### src/rtl/alu_arbiter.sv
// Round-robin arbiter sharing one external combinational ALU between two requesters,
// with a one-deep registered response slot per requester.
module alu_arbiter #(
    parameter int              DATA_W  = 32,
    parameter int              OP_W    = 4,
    parameter logic [OP_W-1:0] ALU_ADD = '0
) (
    input  logic              clk_i,
    input  logic              rst_i,

    input  logic              req0_valid_i,
    output logic              req0_ready_o,
    input  logic [OP_W-1:0]   req0_op_i,
    input  logic [DATA_W-1:0] req0_a_i,
    input  logic [DATA_W-1:0] req0_b_i,

    input  logic              req1_valid_i,
    output logic              req1_ready_o,
    input  logic [OP_W-1:0]   req1_op_i,
    input  logic [DATA_W-1:0] req1_a_i,
    input  logic [DATA_W-1:0] req1_b_i,

    output logic              rsp0_valid_o,
    input  logic              rsp0_ready_i,
    output logic [DATA_W-1:0] rsp0_result_o,

    output logic              rsp1_valid_o,
    input  logic              rsp1_ready_i,
    output logic [DATA_W-1:0] rsp1_result_o,

    output logic [OP_W-1:0]   alu_op_o,
    output logic [DATA_W-1:0] alu_a_o,
    output logic [DATA_W-1:0] alu_b_o,
    input  logic [DATA_W-1:0] alu_result_i
);

    logic              last_q;
    logic              elig0;
    logic              elig1;
    logic              grant0;
    logic              grant1;
    logic              vld0_p1;
    logic              vld1_p1;
    logic [DATA_W-1:0] res0_p1;
    logic [DATA_W-1:0] res1_p1;

    // A full slot can take a new result in the same cycle it is being drained.
    assign elig0 = req0_valid_i & (~vld0_p1 | rsp0_ready_i);
    assign elig1 = req1_valid_i & (~vld1_p1 | rsp1_ready_i);

    always_comb begin
        grant0 = 1'b0;
        grant1 = 1'b0;
        if (!rst_i) begin
            if (elig0 && elig1) begin
                grant0 = last_q;
                grant1 = ~last_q;
            end else begin
                grant0 = elig0;
                grant1 = elig1;
            end
        end
    end

    assign req0_ready_o = grant0;
    assign req1_ready_o = grant1;

    always_comb begin
        alu_op_o = ALU_ADD;
        alu_a_o  = '0;
        alu_b_o  = '0;
        if (grant0) begin
            alu_op_o = req0_op_i;
            alu_a_o  = req0_a_i;
            alu_b_o  = req0_b_i;
        end else if (grant1) begin
            alu_op_o = req1_op_i;
            alu_a_o  = req1_a_i;
            alu_b_o  = req1_b_i;
        end
    end

    // Stage p0 -> p1: capture the ALU result into the granted requester's slot.
    always_ff @(posedge clk_i) begin
        if (rst_i) begin
            last_q  <= 1'b1;
            vld0_p1 <= 1'b0;
            vld1_p1 <= 1'b0;
            res0_p1 <= '0;
            res1_p1 <= '0;
        end else begin
            if (grant0) begin
                last_q <= 1'b0;
            end else if (grant1) begin
                last_q <= 1'b1;
            end

            if (grant0) begin
                vld0_p1 <= 1'b1;
                res0_p1 <= alu_result_i;
            end else if (rsp0_ready_i) begin
                vld0_p1 <= 1'b0;
            end

            if (grant1) begin
                vld1_p1 <= 1'b1;
                res1_p1 <= alu_result_i;
            end else if (rsp1_ready_i) begin
                vld1_p1 <= 1'b0;
            end
        end
    end

    assign rsp0_valid_o  = vld0_p1;
    assign rsp1_valid_o  = vld1_p1;
    assign rsp0_result_o = res0_p1;
    assign rsp1_result_o = res1_p1;

endmodule
### config.mk
export PLATFORM = sky130hd
export DESIGN_NAME = alu_arbiter
export DESIGN_NICKNAME = d
export VERILOG_FILES = /design/src/rtl/alu_arbiter.sv
export SDC_FILE = /design/constraint.sdc
export NUM_CORES = 1
export LEC_CHECK = 0
export CELL_PAD_IN_SITES_DETAIL_PLACEMENT = 1
export CELL_PAD_IN_SITES_GLOBAL_PLACEMENT = 2
export CORE_ASPECT_RATIO = 1.4
export CORE_MARGIN = 2
export CORE_UTILIZATION = 18
export DETAILED_ROUTE_END_ITERATION = 8
export PLACE_DENSITY_LB_ADDON = 0.2
export SLEW_MARGIN = 20
export SYNTH_ARGS = -nofsm -noshare
export SYNTH_HDL_FRONTEND = slang
export SYNTH_SLANG_ARGS = --single-unit
### constraint.sdc
create_clock -name clk_i -period 1.5 [get_ports clk_i]
set_input_delay 0.225 -clock clk_i [delete_from_list [all_inputs] [get_ports clk_i]]
set_output_delay 0.225 -clock clk_i [all_outputs]
set_load 0.03 [all_outputs]
After elaboration in Yosys (flattened, before gate mapping)
Index checks and enable logic that the tools add are counted.

storage, ports and cells
  register bits after elaboration = 67
  word-level logic and storage cells = 32

operators by class
  muxes and demuxes = 16
  bitwise logic cells = 7
  reduce and logical (&&, ||, !) cells = 4

operator list
  cell                 number
  $mux W32             4
  $mux W1              10
  $mux W4              2
  $reduce_bool A2 Y1   3
  $not A1 Y1           3
  $and A1 B1 Y1        2
  $or A1 B1 Y1         2
  $logic_and A1 B1 Y1  1

Depth between registers and ports, before layout
Gate-level depths: netlist (run 1).

  depth after elaboration = 8
  mapped depth = 5
  depth with buffers taken out = 3

Worst setup path before layout (run 1)
Ideal clock, no wire load.

  path type = register to output
  start point = reg vld1_p1 (netlist: rsp1_valid_o)
  end point = out alu_a_o[0]
  arrival time = 1.912 ns
  data required time = 1.275 ns
  slack = -0.637 ns
  cell stages (with the launch flop) = 6
  buffers on the path = 2
  cell sequence = dfxtp_1 nor2b_1 o211ai_2 buf_6 buf_6 o32ai_1

on the way
  cells in the longest elaborated chain, start to end = 8
  elaborated cells between the ends (all ways) = 10

ends and longest elaborated chain
  what                    RTL line  source
  from (decl)             43        logic vld1_p1;
  from (signal assigned)  88        vld1_p1 <= 1'b0;
  from (signal assigned)  106       vld1_p1 <= 1'b1;
  from (signal assigned)  109       vld1_p1 <= 1'b0;
  $not A1 Y1 *            49        assign elig1 = req1_valid_i & (~vld1_p1 | rsp1_ready_i);
  $or A1 B1 Y1 *          49
  $and A1 B1 Y1 *         49
  $logic_and A1 B1 Y1     55        if (elig0 && elig1) begin
  $mux W1                 55
  $mux W1                 54        if (!rst_i) begin
  $mux W32                76        end else if (grant1) begin
  $mux W32 *              72        if (grant0) begin
  to (decl)               32        output logic [DATA_W-1:0] alu_a_o,

Mark *: on every way between the ends. The rest lies on a longest branch, timed or not.

Final worst setup path (run 1)
  start point = reg vld1_p1 (netlist: rsp1_valid_o)
  end point = out alu_a_o[11]

Same word-level chain as after synthesis.

==> results of run 1 <==
## cell usage after synthesis
| library cell | n |
|---|---|
| buf_4 | 2 |
| mux2i_1 | 64 |
| dfxtp_1 | 67 |
| o211ai_2 | 2 |
| o32ai_1 | 68 |
| nand2_1 | 1 |
| o21bai_1 | 1 |
| nor2b_1 | 2 |
| buf_2 | 12 |
| nand2b_1 | 167 |
| o211a_1 | 2 |
| clkbuf_1 | 23 |
| buf_6 | 11 |
| a21oi_1 | 3 |
| nor2_1 | 3 |
| inv_1 | 68 |
## worst max-delay path: cells and delay by family, from the launching register on
kind | cells | cell delay (ns)
compound gates | 2 | 0.33
buf+inv | 4 | 0.63
flops | 1 | 0.34
simple gates | 1 | 0.17
## metrics by stage
| step | worst slack, ns | hold WS [ns] | utilization [%] |
|---|---|---|---|
| after floorplan | -0.1833 | 0.3932 | - |
| after global placement | -0.8591 | 0.4607 | 38.18 |
| after detailed placement | -0.9056 | 0.4644 | 38.18 |
| after CTS | -0.5849 | 0.4753 | 40.86 |
| after global routing | -0.6010 | 0.4988 | 42.28 |
| final | -0.5222 | 0.4743 | 42.29 |
## cell type report
type                            instances  area, sq um
Clock buffer                           10        239.0
Multi-Input combinational cell        313         3590
Tap cell                              306        382.9
Clock inverter                          6        95.09
Fill cell                            2534        13390
Timing Repair Buffer                  371         3900
Inverter                               68        255.2
Sequential cell                        67         1348
Antenna cell                            2        5.005
## placed cells by master, fill, tap and decap left out, drive strengths merged
master | netlist | final
inv | 68 | 70
buf | 25 | 127
o211ai | 2 | 2
mux2i | 64 | 64
nor2b | 2 | 2
clkinv | 0 | 2
clkdlybuf4s50 | 0 | 168
bufinv | 0 | 2
o21bai | 1 | 1
dlygate4sd2 | 0 | 70
clkbuf | 23 | 16
dfxtp | 67 | 67
nand2 | 1 | 1
a21oi | 3 | 3
nand2b | 167 | 167
o211a | 2 | 2
o32ai | 68 | 68
diode | 0 | 2
nor2 | 3 | 3
## state kept, by name, summed over array words and instances, names as in the netlist
name           flops
rsp0_result_o     32
rsp1_result_o     32
rsp1_valid_o       1
rsp0_valid_o       1
last_q             1
## worst paths after layout
check,from,end,slack (ns)
max reg2reg,last_q,rsp0_result_o[18],-0.11
min reg2reg,rsp1_result_o[21],rsp1_result_o[21],0.47
min,rsp1_result_o[21],rsp1_result_o[21],0.47
max,rsp1_valid_o,alu_a_o[11],-0.52
## what timing repair did
action | 4_1_cts | 5_1_grt
hold buffers | 0 | 0
resized for setup | 150 | 38
setup buffers | 9 | 11
pin swaps | 5 | 6
cloned | 2 | 4
endpoints found under the setup margin | 171 | 99
## power breakdown
group / switching [W] / internal, W / total, W
sequential: 0.0000684 / 0.00191 / 0.00198
combinational: 0.00157 / 0.00157 / 0.00315
clock: 0.000841 / 0.00152 / 0.00236
## per-layer routing
metal,vias to the layer above,routed length (um),global-route usage (%),part of all wire (%)
met1,2340,7815,17.10,37
met5,-,13,0,0.061
li1,2355,-,-,-
met3,19,2095,6.672,9.8
met4,2,235,3.702,1.1
met2,225,11120,30.34,52
## cell families (layout without fill, tap and decap cells)
group	count (synthesis)	in the layout
AND/OR/NAND/NOR	173	173
AO/OA/AOI/OAI	76	76
multiplexers	64	64
other	0	2
flip-flops	67	67
buffers and inverters	116	455
==> impl_metrics.sql, run 1 <==
INSERT INTO impl_metrics (metric_group, metric, value, unit) VALUES
('outcome', 'outcome', 'complete, but fails checks', ''),
('outcome', 'violated_checks', 'setup timing', ''),
('synth', 'yosys.area.top_type_share', '31.50', '%'),
('synth', 'synth_sequential_area_ratio', '31.50', '%'),
('power', 'power.ir.vdd_worst', '604.6', 'uV'),
('floorplan', 'chipHeight', '186.0', 'um'),
('sta', 'fmax', '494.5', 'MHz'),
('synth', 'syn_nets', '670', ''),
('drt', 'drt-pass1-iter-count', '5', ''),
('finish', 'area.growth.synth_to_final', '130.5', '%'),
('sta', 'final_max_slew_viols', '0', ''),
('synth', 'synth-compound-area-share', '15.57', '%'),
('placement', 'gp_routability_congestion', '0.8339', ''),
('drt', 'drt_first_iter_violations', '119', ''),
('synth', 'synth.yosys.warnings', '0', ''),
('critical_path', 'worstPathCellList', 'nor2b_4, o211ai_4, buf_12, buf_8, clkbuf_16, o32ai_4, buf_6', ''),
('synth', 'syn_area_per_cell', '8.584', 'sq um'),
('cts', 'cts_tree', 'done', ''),
('hold_path', 'worst_hold_path_type', 'reg2reg', ''),
('floorplan', 'num_io_pins', '310', ''),
('critical_path', 'data_required_time_at_the_worst_endpoint', '1.27', 'ns'),
('cts', 'clock_path_buffers', '2', ''),
('floorplan', 'die_w', '134.0', 'um'),
('drt', 'drt_drc_violations_left', '0', ''),
('critical_path', 'cp.arrival', '1.80', 'ns'),
('finish', 'finish.cell_count_without_fillers', '1143', ''),
('drt', 'total_vias_in_the_final_route', '4941', ''),
('global_routing', 'gr-total-overflow', '0', ''),
('sta', 'fin_tns_setup', '-34.63', 'ns'),
('synth', 'synth_top_cell_by_area', 'dfxtp_1', ''),
('synth', 'synth_top_area_cells', 'dfxtp_1 (32%), nand2b_1 (25%), mux2i_1 (15%)', ''),
('finish', 'finalInstanceArea', '0.009814', 'sq mm'),
('drt', 'detail-route-antenna-nets', '0', ''),
('power', 'leakage', '4.123', 'nW'),
('sta', 'period_minus_slack', '2.022', 'ns'),
('cts', 'cts.root.buffer_cell', 'clkbuf_16', ''),
('placement', 'total_placed_instance_area', '0.008860', 'sq mm'),
('drt', 'wl', '21.28', 'mm'),
('global_routing', 'vias_in_the_first_global_route', '5321', ''),
('critical_path', 'critical_path.endpoint_type', 'output port', ''),
('synth', 'synth_area', '0.004258', 'sq mm'),
('placement', 'placement.io_buffers', '309', ''),
('sta', 'hold_viol_final', '0', ''),
('cts', 'clock_network_latency_to_the_later_pin_of_the_worst_skew_pair', '0.33', 'ns'),
('drt', 'routed_wire_length_per_instance', '18.62', 'um'),
('global_routing', 'grt_first_pass_wirelength', '31.58', 'mm'),
('synth', 'synthDistinctLibCells', '16', ''),
('sta', 'final.period_utilization', '134.8', '%'),
('sta', 'layout_setup_ws', '-0.5222', 'ns'),
('finish', 'drive_gt1_share', '27.78', '%'),
('placement', 'dp.final_hpwl', '16.36', 'mm'),
('power', 'tot_pwr', '0.007486', 'W'),
('sta', 'finalSetupViolations', '95', ''),
('synth', 'dominant_combinational_cell_family_by_area_after_synthesis', 'simple AND/OR/NAND/NOR gates', ''),
('sta', 'finClkSkew', '0.008562', 'ns'),
('sta', 'grt_setup_unrepaired', 'yes', ''),
('synth', 'postSynthRegisterBits', '67', ''),
('sta', 'max_slew.worst_pin.slew', '0.6551', 'ns'),
('floorplan', 'rows', '66', ''),
('critical_path', 'max_fanout_on_critical_path', '7', ''),
('job', 'max_cap_violations', '0', ''),
('global_routing', 'grt_util_all_layers', '16.32', '%'),
('sta', 'max_slew_margin', '56.32', '%'),
('placement', 'place_inst', '1103', ''),
('critical_path', 'cp-start-kind', 'register', ''),
('drt', 'post_drt_via_cell_ratio', '4.323', ''),
('cts', 'cts_made_buffers', '9', ''),
('cts', 'clkTransAtPathRegs', '0.06', 'ns'),
('cts', 'htree_num_levels', '3', ''),
('finish', 'num-nets-final', '1004', ''),
('critical_path', 'path_class', 'reg2out', '');
No activity file was read; power rests on OpenSTA's default activity.
==> inputs of run 2 (changes only) <==
--- a/config.mk
+++ b/config.mk
@@ -7,7 +7,7 @@
 export LEC_CHECK = 0
 export CELL_PAD_IN_SITES_DETAIL_PLACEMENT = 1
 export CELL_PAD_IN_SITES_GLOBAL_PLACEMENT = 2
-export CORE_ASPECT_RATIO = 1.4
+export CORE_ASPECT_RATIO = 1.2
 export CORE_MARGIN = 2
 export CORE_UTILIZATION = 18
 export DETAILED_ROUTE_END_ITERATION = 8
==> constraint.sdc (replaced) <==
create_clock -name clk_i -period 2.3 [get_ports clk_i]
set_input_delay 0.345 -clock clk_i [delete_from_list [all_inputs] [get_ports clk_i]]
set_output_delay 0.345 -clock clk_i [all_outputs]
set_load 0.03 [all_outputs]
==> impl_metrics.sql, run 2 (synthesized netlist as in run 1, its figures left out) <==
INSERT INTO impl_metrics (metric_group, metric, value, unit) VALUES
('outcome', 'outcome', 'complete, no violations', ''),
('sta', 'grt_setup_unrepaired', 'yes', ''),
('global_routing', 'maximum_number_of_pins_on_one_net_before_global_route_repair', '50', ''),
('critical_path', 'critical_path.endpoint_type', 'output port', ''),
('finish', 'n_fill_cell', '2702', ''),
('placement', 'placement.io_buffers', '309', ''),
('sta', 'finClkSkew', '0.007636', 'ns'),
('critical_path', 'crit_path_max_incr_delay', '0.36', 'ns'),
('drt', 'detail-route-antenna-nets', '0', ''),
('finish', 'mostFrequentLayoutCell', 'clkdlybuf4s50_1', ''),
('critical_path', 'cp.arrival', '1.88', 'ns'),
('global_routing', 'grt_first_pass_wirelength', '28.67', 'mm'),
('sta', 'final_max_slew_viols', '0', ''),
('critical_path', 'max_fanout_on_critical_path', '7', ''),
('critical_path', 'cpLargestDelayFamily', 'buffers and inverters', ''),
('sta', 'final.period_utilization', '96.61', '%'),
('cts', 'clock_path_buffers', '2', ''),
('job', 'max_cap_violations', '0', ''),
('power', 'leakage', '3.577', 'nW'),
('critical_path', 'data_required_time_at_the_worst_endpoint', '1.96', 'ns'),
('placement', 'gp_routability_congestion', '0.7771', ''),
('floorplan', 'num_io_pins', '310', ''),
('drt', 'drt-pass1-iter-count', '4', ''),
('cts', 'cts_made_buffers', '9', ''),
('global_routing', 'gr-total-overflow', '0', ''),
('floorplan', 'design.die.area', '0.02491', 'sq mm'),
('placement', 'dp.final_hpwl', '15.16', 'mm'),
('power', 'power.share.clock', '35.1', '%'),
('placement', 'total_placed_instance_area', '0.007762', 'sq mm'),
('critical_path', 'cp-start-kind', 'register', ''),
('power', 'power.sequential.fraction', '28.2', '%'),
('cts', 'cts_tree', 'done', ''),
('sta', 'max_slew_margin', '73.34', '%'),
('cts', 'cts.sink_count', '67', ''),
('sta', 'layout_setup_ws', '0.07796', 'ns'),
('sta', 'hold_viol_final', '0', ''),
('sta', 'finalSetupViolations', '0', ''),
('power', 'switching_share', '30.59', '%'),
('finish', 'drive_gt1_share', '19.56', '%'),
('drt', 'post_drt_via_cell_ratio', '4.175', ''),
('cts', 'htree_num_levels', '3', ''),
('floorplan', 'rows', '61', ''),
('power', 'p_per_area', '541.4', 'mW/mm^2'),
('global_routing', 'grt_util_all_layers', '14.83', '%'),
('power', 'net-switching-power', '0.001406', 'W'),
('floorplan', 'start_util', '18.35', '%'),
('finish', 'finalCoreUtilization', '36.58', '%'),
('critical_path', 'cp_slowest_cell', 'dfxtp_1', ''),
('finish', 'num-nets-final', '992', ''),
('drt', 'drt_first_iter_violations', '78', ''),
('drt', 'drt_drc_violations_left', '0', ''),
('power', 'tot_pwr', '0.004596', 'W'),
('drt', 'wl', '19.96', 'mm'),
('sta', 'fin_tns_setup', '0', 'ns'),
('floorplan', 'chipHeight', '172.5', 'um'),
('placement', 'dp_worst_setup_slack', '-0.4495', 'ns'),
('cts', 'holdBufCountCts', '0', ''),
('cts', 'clock_network_latency_to_the_later_pin_of_the_worst_skew_pair', '0.33', 'ns'),
('hold_path', 'worst_hold_path_type', 'in2reg', ''),
('finish', 'layout.cells.most_common_list', 'clkdlybuf4s50_1 (234), nand2b_1 (165), inv_1 (68)', ''),
('cts', 'clkTransAtPathRegs', '0.05', 'ns'),
('floorplan', 'core_area', '0.02320', 'sq mm'),
('critical_path', 'worst-path-buf-inv', '4', ''),
('critical_path', 'path_class', 'reg2out', ''),
('finish', 'finalInstanceArea', '0.008488', 'sq mm'),
('power', 'power.ir.vdd_worst', '427.8', 'uV'),
('drt', 'routed_wire_length_per_instance', '17.50', 'um'),
('sta', 'fmax', '450.0', 'MHz'),
('power', 'comb_power_share', '36.7', '%'),
('floorplan', 'die_w', '144.4', 'um'),
('global_routing', 'vias_in_the_first_global_route', '5195', ''),
('sta', 'period_minus_slack', '2.222', 'ns'),
('finish', 'area.growth.synth_to_final', '99.35', '%'),
('cts', 'cts.root.buffer_cell', 'clkbuf_16', ''),
('power', 'internal-power', '0.003190', 'W'),
('critical_path', 'worstPathCellList', 'nand2b_1, o211ai_4, buf_12, buf_12, buf_4, o32ai_1, buf_4', ''),
('drt', 'total_vias_in_the_final_route', '4760', ''),
('sta', 'max_slew.worst_pin.slew', '0.3986', 'ns'),
('global_routing', 'antenna_found_initial', '2', '');
run 2: changes by cell type in the layout (fill, tap and decap cells not counted), moves of 24 or more:
| cell | delta |
|---|---|
| dlygate4sd2_1 | -69 |
| clkdlybuf4s50_1 | +66 |
| o32ai_4 | -52 |
| o32ai_1 | +50 |
| buf_6 | -31 |
| buf_2 | +24 |
run 2: cell type report:
cell class / instances / area (sq um) / area share (%)
well taps: 315 / 394.1 / 4.643
diodes: 2 / 5.005 / 0.05896
clock inverters: 6 / 111.4 / 1.312
inverters: 68 / 255.2 / 3.007
multi-input cells: 313 / 2572 / 30.31
clock buffers: 10 / 239.0 / 2.815
flip-flops and latches: 67 / 1344 / 15.83
repair buffers: 359 / 3567 / 42.03
run 2: what timing repair did:
action,CTS,global route
gates resized for setup,171,75
endpoints found under the setup margin,65,65
setup buffers,6,2
pin swaps,2,1
cloned,1,5
run 2: final timing paths:
check | startpoint | slack (ns) | end | cells past startpoint
setup / recovery | last_q | 0.08 | alu_b_o[16] | 7
hold / removal | rsp1_ready_i | 0.43 | rsp1_valid_o | 3
setup reg to reg | rsp0_valid_o | 0.63 | rsp1_result_o[6] | 7
hold reg to reg | rsp0_result_o[21] | 0.48 | rsp0_result_o[21] | 2
run 2: per-stage QoR:
step | cells | hold WS [ns]
final | 1140 | 0.4345
after global routing | 1138 | 0.4714
after CTS | 1131 | 0.4817
after detailed placement | 1108 | 0.4671
after global placement | 1108 | 0.4602
after floorplan | 496 | 0.4788
run 2: layer usage:
layer | GRT usage (%) | up-vias | share of wire [%]
met2 | 28.39 | 207 | 52
met4 | 3.588 | 0 | 1.3
met1 | 14.86 | 2221 | 37
met5 | 0 | - | 0
li1 | - | 2317 | -
met3 | 5.899 | 15 | 10
run 2: tightest hold or removal path, stage by stage:
cell            delay (ns)
dlymetal6s2s_1        0.11
nand2b_2              0.19
a21oi_1               0.07
run 2: power by group through the flow:
stage               logic [W]  clock network, W  registers, W
floorplan            0.000637                 0       0.00147
global placement      0.00157                 0       0.00132
detailed placement    0.00160                 0       0.00132
CTS                   0.00165           0.00167       0.00130
global route          0.00180           0.00172       0.00131
finish                0.00169           0.00161       0.00130
